$ cat config.mk
export PLATFORM = sky130hd
export DESIGN_NAME = tensor_instruction_sequencer_flat
export DESIGN_NICKNAME = d
export VERILOG_FILES = /design/src/rtl/tensor_instruction_sequencer_if.sv /design/src/rtl/tensor_instruction_sequencer.sv /design/src/flat_wrapper.sv
export SDC_FILE = /design/constraint.sdc
export NUM_CORES = 1
export LEC_CHECK = 0
export ABC_AREA = 1
export CAP_MARGIN = 20
export CORE_AREA = 2 2 199 201
export DETAILED_ROUTE_END_ITERATION = 10
export DIE_AREA = 0 0 201 203
export PLACE_DENSITY_LB_ADDON = 0.15
export RECOVER_POWER = 50
export SLEW_MARGIN = 15
export SYNTH_ARGS = -nofsm -noshare
export SYNTH_HDL_FRONTEND = slang
export SYNTH_SLANG_ARGS = --single-unit
$ cat constraint.sdc
create_clock -name clock_in -period 3.8 [get_ports clock_in]
set_input_delay 0.57 -clock clock_in [delete_from_list [all_inputs] [get_ports clock_in]]
set_output_delay 0.57 -clock clock_in [all_outputs]
set_load 0.01 [all_outputs]
$ cat src/rtl/tensor_instruction_sequencer_if.sv
// Host, cpu and read-response signal bundle for the tensor instruction sequencer.
// The slave modport is the sequencer side; master is the host/cpu environment.
interface tensor_instruction_sequencer_if #(
  parameter int FIFO_DEPTH = 16
);
  logic        [15:0]               host_instruction_in;
  logic                             host_valid_in;
  logic                             host_ready_out;
  logic        [15:0]               cpu_instruction_out;
  logic signed [7:0]                cpu_output_in;
  logic        [15:0]               read_data_out;
  logic                             read_valid_out;
  logic                             read_last_out;
  logic                             busy_out;
  logic        [$clog2(FIFO_DEPTH):0] fifo_count_out;

  modport slave (
    input  host_instruction_in, host_valid_in, cpu_output_in,
    output host_ready_out, cpu_instruction_out, read_data_out,
    output read_valid_out, read_last_out, busy_out, fifo_count_out
  );

  modport master (
    output host_instruction_in, host_valid_in, cpu_output_in,
    input  host_ready_out, cpu_instruction_out, read_data_out,
    input  read_valid_out, read_last_out, busy_out, fifo_count_out
  );
endinterface

$ cat src/rtl/tensor_instruction_sequencer.sv
// Buffers host instructions in a FIFO and issues one per cycle to the cpu tensor block,
// stalling with NOPs during burst write/read data phases and the post-operate wait.
module tensor_instruction_sequencer #(
  parameter int FIFO_DEPTH          = 16,
  parameter int OPERATE_WAIT_CYCLES = 6,
  parameter int BURST_WRITE_BEATS   = 5,
  parameter int BURST_READ_BEATS    = 9
) (
  input logic clock_in,
  input logic reset_n_in,
  tensor_instruction_sequencer_if.slave bus
);
  localparam int PTR_W = $clog2(FIFO_DEPTH);
  localparam int CNT_W = PTR_W + 1;
  localparam logic [CNT_W-1:0] BW_NEED = CNT_W'(1 + 2 * BURST_WRITE_BEATS);

  typedef enum logic [2:0] {S_INIT, S_ISSUE, S_BW_DATA, S_BR_DATA, S_OP_WAIT} state_t;

  state_t           r_state, w_state_nxt;
  logic [15:0]      r_mem [FIFO_DEPTH];
  logic [PTR_W-1:0] r_rd_ptr, r_wr_ptr;
  logic [CNT_W-1:0] r_count;
  logic [7:0]       r_phase, w_phase_nxt;
  logic [7:0]       r_neg_byte;
  logic [15:0]      r_read_data;
  logic             r_read_valid, r_read_last;

  logic             w_ready, w_push, w_gread_issue;
  logic [1:0]       w_pop_n;
  logic [15:0]      w_head, w_head1, w_instr;
  logic             w_is_bw, w_is_br, w_is_op, w_is_gread;

  assign w_head     = r_mem[r_rd_ptr];
  assign w_head1    = r_mem[r_rd_ptr + PTR_W'(1)];
  assign w_is_bw    = (w_head[1:0] == 2'b11) &&  w_head[2];
  assign w_is_br    = (w_head[1:0] == 2'b11) && !w_head[2];
  assign w_is_op    = (w_head[1:0] == 2'b10);
  assign w_is_gread = (w_head[3:0] == 4'b1000);
  assign w_ready    = (r_count != CNT_W'(FIFO_DEPTH));
  assign w_push     = bus.host_valid_in && w_ready;

  always_comb begin
    w_state_nxt   = r_state;
    w_phase_nxt   = r_phase;
    w_pop_n       = 2'd0;
    w_instr       = 16'h0000;
    w_gread_issue = 1'b0;
    case (r_state)
      S_INIT: begin
        w_instr     = 16'h000C;
        w_state_nxt = S_ISSUE;
      end
      S_ISSUE: begin
        // A burst-write header waits until all of its data words are buffered.
        if (r_count != '0 && !(w_is_bw && r_count < BW_NEED)) begin
          w_instr       = w_head;
          w_pop_n       = 2'd1;
          w_phase_nxt   = 8'd0;
          w_gread_issue = w_is_gread;
          if (w_is_bw)      w_state_nxt = S_BW_DATA;
          else if (w_is_br) w_state_nxt = S_BR_DATA;
          else if (w_is_op) w_state_nxt = S_OP_WAIT;
        end
      end
      S_BW_DATA: begin
        // cpu captures A on the falling edge and B on the rising edge.
        w_instr     = clock_in ? w_head : w_head1;
        w_pop_n     = 2'd2;
        w_phase_nxt = r_phase + 8'd1;
        if (r_phase == 8'(BURST_WRITE_BEATS - 1)) w_state_nxt = S_ISSUE;
      end
      S_BR_DATA: begin
        w_phase_nxt = r_phase + 8'd1;
        if (r_phase == 8'(BURST_READ_BEATS - 1)) w_state_nxt = S_ISSUE;
      end
      S_OP_WAIT: begin
        w_phase_nxt = r_phase + 8'd1;
        if (r_phase == 8'(OPERATE_WAIT_CYCLES - 1)) w_state_nxt = S_ISSUE;
      end
      default: w_state_nxt = S_INIT;
    endcase
  end

  always_ff @(posedge clock_in or negedge reset_n_in) begin
    if (!reset_n_in) begin
      r_state  <= S_INIT;
      r_phase  <= 8'd0;
      r_rd_ptr <= '0;
      r_wr_ptr <= '0;
      r_count  <= '0;
    end else begin
      r_state  <= w_state_nxt;
      r_phase  <= w_phase_nxt;
      r_rd_ptr <= r_rd_ptr + PTR_W'(w_pop_n);
      r_wr_ptr <= r_wr_ptr + PTR_W'(w_push);
      r_count  <= r_count + CNT_W'(w_push) - CNT_W'(w_pop_n);
    end
  end

  always_ff @(posedge clock_in) begin
    if (w_push) r_mem[r_wr_ptr] <= bus.host_instruction_in;
  end

  // Mid-cycle sample of cpu output forms the high byte of each burst-read beat.
  always_ff @(negedge clock_in or negedge reset_n_in) begin
    if (!reset_n_in) r_neg_byte <= 8'd0;
    else             r_neg_byte <= bus.cpu_output_in;
  end

  always_ff @(posedge clock_in or negedge reset_n_in) begin
    if (!reset_n_in) begin
      r_read_data  <= 16'h0000;
      r_read_valid <= 1'b0;
      r_read_last  <= 1'b0;
    end else begin
      r_read_valid <= 1'b0;
      r_read_last  <= 1'b0;
      if (r_state == S_BR_DATA) begin
        r_read_data  <= {r_neg_byte, bus.cpu_output_in};
        r_read_valid <= 1'b1;
        r_read_last  <= (r_phase == 8'(BURST_READ_BEATS - 1));
      end else if (w_gread_issue) begin
        r_read_data  <= {8'h00, bus.cpu_output_in};
        r_read_valid <= 1'b1;
        r_read_last  <= 1'b1;
      end
    end
  end

  assign bus.host_ready_out      = w_ready;
  assign bus.cpu_instruction_out = w_instr;
  assign bus.read_data_out       = r_read_data;
  assign bus.read_valid_out      = r_read_valid;
  assign bus.read_last_out       = r_read_last;
  assign bus.busy_out            = (r_state != S_ISSUE);
  assign bus.fifo_count_out      = r_count;
endmodule
$ cat src/flat_wrapper.sv
// flat-port wrapper written by rule: the top's interface ports become plain ports
module tensor_instruction_sequencer_flat 
#(
  parameter int FIFO_DEPTH          = 16,
  parameter int OPERATE_WAIT_CYCLES = 6,
  parameter int BURST_WRITE_BEATS   = 5,
  parameter int BURST_READ_BEATS    = 9
)
  (clock_in, reset_n_in, bus_host_instruction_in, bus_host_valid_in, bus_cpu_output_in, bus_host_ready_out, bus_cpu_instruction_out, bus_read_data_out, bus_read_valid_out, bus_read_last_out, bus_busy_out, bus_fifo_count_out);
  tensor_instruction_sequencer_if #(.FIFO_DEPTH(FIFO_DEPTH)) bus_i ();
  input logic clock_in;
  input logic reset_n_in;
  input wire logic [$bits(bus_i.host_instruction_in)-1:0] bus_host_instruction_in;
  input wire logic [$bits(bus_i.host_valid_in)-1:0] bus_host_valid_in;
  input wire logic [$bits(bus_i.cpu_output_in)-1:0] bus_cpu_output_in;
  output wire logic [$bits(bus_i.host_ready_out)-1:0] bus_host_ready_out;
  output wire logic [$bits(bus_i.cpu_instruction_out)-1:0] bus_cpu_instruction_out;
  output wire logic [$bits(bus_i.read_data_out)-1:0] bus_read_data_out;
  output wire logic [$bits(bus_i.read_valid_out)-1:0] bus_read_valid_out;
  output wire logic [$bits(bus_i.read_last_out)-1:0] bus_read_last_out;
  output wire logic [$bits(bus_i.busy_out)-1:0] bus_busy_out;
  output wire logic [$bits(bus_i.fifo_count_out)-1:0] bus_fifo_count_out;
  assign bus_i.host_instruction_in = bus_host_instruction_in;
  assign bus_i.host_valid_in = bus_host_valid_in;
  assign bus_i.cpu_output_in = bus_cpu_output_in;
  assign bus_host_ready_out = bus_i.host_ready_out;
  assign bus_cpu_instruction_out = bus_i.cpu_instruction_out;
  assign bus_read_data_out = bus_i.read_data_out;
  assign bus_read_valid_out = bus_i.read_valid_out;
  assign bus_read_last_out = bus_i.read_last_out;
  assign bus_busy_out = bus_i.busy_out;
  assign bus_fifo_count_out = bus_i.fifo_count_out;
  tensor_instruction_sequencer #(.FIFO_DEPTH(FIFO_DEPTH), .OPERATE_WAIT_CYCLES(OPERATE_WAIT_CYCLES), .BURST_WRITE_BEATS(BURST_WRITE_BEATS), .BURST_READ_BEATS(BURST_READ_BEATS)) u_core (.clock_in(clock_in), .reset_n_in(reset_n_in), .bus(bus_i));
endmodule
==> flow_metrics.env <==
export IMPL_final_area_um2=18400
export IMPL_endpoint_kind="output pin"
export IMPL_hpwlAfterDp_um=27700
export IMPL_syn_inst=1562
export IMPL_hold_start="bus_cpu_output_in[2]"
export IMPL_finalHoldViolations=0
export IMPL_drt_total_wl_um=48200
export IMPL_crit_slowest_cell="clkbuf_16"
export IMPL_die_height_um=203
export IMPL_dominantRegCellSynth="edfxtp_1"
export IMPL_ant_nets=0
export IMPL_core_area_um2=38500
export IMPL_r2r_end="u_core.r_mem[6][2]"
export IMPL_area_growth_pct=20.2
export IMPL_yosysTopAreaCell="edfxtp_1"
export IMPL_viasPerCell=5.55
export IMPL_seq_power_share_pct=25.6
export IMPL_power_leakage_uw=0.00704
export IMPL_routabilityCongestion=0.809
export IMPL_switching_power_uw=7520
export IMPL_vdd_drop_max_mv=0.643
export IMPL_grt_pass1_wl_um=71800
export IMPL_yosysUniqueCellTypes=48
export IMPL_rows=72
export IMPL_r2r_slack_ps=420
export IMPL_status="complete, but fails checks"
export IMPL_synth_top_cell_area_share_pct=50.2
export IMPL_gr_usage_all_layers_pct=23.6
export IMPL_first_global_vias=12100
export IMPL_wl_per_cell_um=22.0
export IMPL_start_kind="clock port"
export IMPL_drt_first_pass_iters=5
export IMPL_antenna_found_initial=3
export IMPL_violations="max-capacitance violations, max-slew violations"
export IMPL_setup_tns_ps=0
export IMPL_utilization_pct=47.9
export IMPL_diodes=0
export IMPL_dr_total_vias=12200
export IMPL_maxCapViolCount=6
export IMPL_crit_reg2reg_launch="u_core.bus.fifo_count_out[2]"
export IMPL_internal_power_uw=9730
export IMPL_drive_gt1_share_pct=12.5
export IMPL_grt_start_max_net_pins=91
export IMPL_p_clk_share_pct=28.4
export IMPL_nets=1696
export IMPL_start_util_pct=39.8
export IMPL_async_flop_share_pct=16.3
export IMPL_p_comb_share_pct=46.0
export IMPL_synth_area_leaders="edfxtp_1 50%, o21ai_0 7.5%, dfrtp_1 6.9%, nand2_1 5.9%, a21oi_1 4.0%"
export IMPL_fp_dieW_um=201
export IMPL_worstPathCellList="clkbuf_16, clkbuf_16, clkbuf_16, clkbuf_16, clkinvlp_4, o21ai_4, nand2_1, nand2_4, buf_6"
export IMPL_p_sw_share_pct=43.6
export IMPL_synth_edf_count=256
export IMPL_drc=0
export IMPL_final_common_cell="edfxtp_1"
export IMPL_ys_ff_latch=306
export IMPL_worst_pin_slew_ps=1860
export IMPL_cts_tree="built"
export IMPL_relSlewSlack_pct=-24.0
export IMPL_yosysSeqAreaShare_pct=58.4
export IMPL_cp_max_fo=8
export IMPL_skew_ps=317
export IMPL_path_class="clock port to output pin"
export IMPL_layout_common_cells="256 x edfxtp_1, 229 x o21ai_0, 226 x nand2_1"
export IMPL_setup_viol=0
export IMPL_cp_required_ps=3230
export IMPL_synth_warnings=0
export IMPL_first_iter_violations=1209
export IMPL_cellPowerDensity_nw_per_um2=937
export IMPL_min_path_type="primary input to flip-flop"
export IMPL_hold_ws_ps=400
export IMPL_whs_endpoint="u_core.bus.read_data_out[2]"
export IMPL_arrival_ps=3160
export IMPL_cpMostUsedCell="clkbuf_16"
export IMPL_io_buffers=67
export IMPL_holdPathStages=3
export IMPL_clk_latency_ps=890
export IMPL_synth_area_um2=15300
export IMPL_placed_area_um2=16600
export IMPL_syn_nets=1606
export IMPL_syn_area_per_cell_um2=9.81
export IMPL_drv_slew=102
export IMPL_cpPeakStageDelay_ps=170
export IMPL_die_area_um2=40800
export IMPL_clkTransAtPathRegs_ps=60
export IMPL_grt_setup_unrepaired="false"
export IMPL_reg2reg_depth=10
export IMPL_grt_overflow=0
export IMPL_io_pins=68
## cell usage after synthesis, types with 4 or more instances
cell / instances
ha_1: 15
xor2_1: 7
nand2_1: 240
a211oi_1: 5
nand3_1: 100
nand3_2: 13
nor2_1: 143
a21oi_1: 121
dfrtp_1: 42
o22ai_1: 5
inv_1: 127
o2111ai_1: 11
dfrtn_1: 8
o221ai_1: 13
inv_4: 5
buf_6: 11
o211ai_1: 63
edfxtp_1: 256
buf_2: 38
o21ai_0: 230
buf_1: 4
nor3_1: 4
nand4_1: 10
clkbuf_1: 44
nand2_2: 4
o41ai_1: 4
## how the worst max path moves through the flow
stage / from / end / slack, ps
final: clock_in / bus_cpu_instruction_out[4] / 70
after global routing: clock_in / bus_cpu_instruction_out[8] / 4
after CTS: clock_in / bus_cpu_instruction_out[13] / 20
after detailed placement: clock_in / bus_cpu_instruction_out[2] / 240
after global placement: clock_in / bus_cpu_instruction_out[2] / 240
after floorplan: clock_in / bus_cpu_instruction_out[6] / 630
## cells by family after synthesis
logic type                 count (synthesis)  share of synthesized area (%)
adders and majority gates                 17                           1.49
DFF                                      306                           58.4
xor gates and xnor gates                  10                          0.621
AOI/OAI and AO/OA                        464                           17.3
and+or+nand+nor                          526                           15.2
buffers and inverters                    239                           7.00
## metrics by stage
stage / setup WS [ps] / total power [µW] / std cells
after detailed placement: 244 / 12300 / 2096
after global placement: 244 / 12300 / 2096
after CTS: 15.3 / 17200 / 2193
after floorplan: 632 / 9770 / 1562
final: 65.0 / 17200 / 2197
after global routing: 4.02 / 18400 / 2197
## power by group through the flow
stage	Combinational, µW	Sequential, µW	Clock (µW)
4_1_cts	7780	4410	5030
6_report	7930	4410	4900
5_1_grt	8720	4460	5190
3_3_place_gp	7310	4460	512
2_1_floorplan	5060	4420	284
3_5_place_dp	7360	4470	512
## cell type report
class / instances / area [µm²]
clock inverters: 32 / 267
inverters: 137 / 538
well taps: 518 / 648
clock buffers: 76 / 1420
flip-flops and latches: 306 / 8940
repair buffers: 110 / 1140
multi-input cells: 1018 / 5460
fillers: 3625 / 20100
## metal layers
layer / up-vias / global-route usage [%] / wire length, µm
met4: 2 / 12.8 / 1930
met3: 131 / 6.42 / 4090
li1: 5705 / - / -
met2: 525 / 37.4 / 22000
met5: - / 0 / 13
met1: 5836 / 29.5 / 20200
## worst max-delay path, delay by kind of cell
| kind | cells | cell delay (ps) |
|---|---|---|
| buf+inv | 6 | 880 |
| compound gates | 1 | 140 |
| simple gates | 2 | 230 |
## sequential cells by signal (all words and copies together), names as in the netlist
name,cells
u_core.r_wr_ptr,4
u_core.bus.read_valid_out,1
u_core.r_phase,8
u_core.r_rd_ptr,4
u_core.r_neg_byte,8
u_core.r_state,3
u_core.r_mem,256
u_core.bus.fifo_count_out,5
u_core.bus.read_data_out,16
u_core.bus.read_last_out,1
## what timing repair did
| action | 4_1_cts | 5_1_grt |
|---|---|---|
| pin swaps | 14 | 2 |
| cloned | 3 | 1 |
| endpoints found under the setup margin | 54 | 17 |
| resized for setup | 99 | 7 |
| setup buffers | 8 | 3 |
| hold endpoints to repair | 18 | 0 |
| hold buffers | 1 | 0 |
Power figures use the tool's default switching activity.
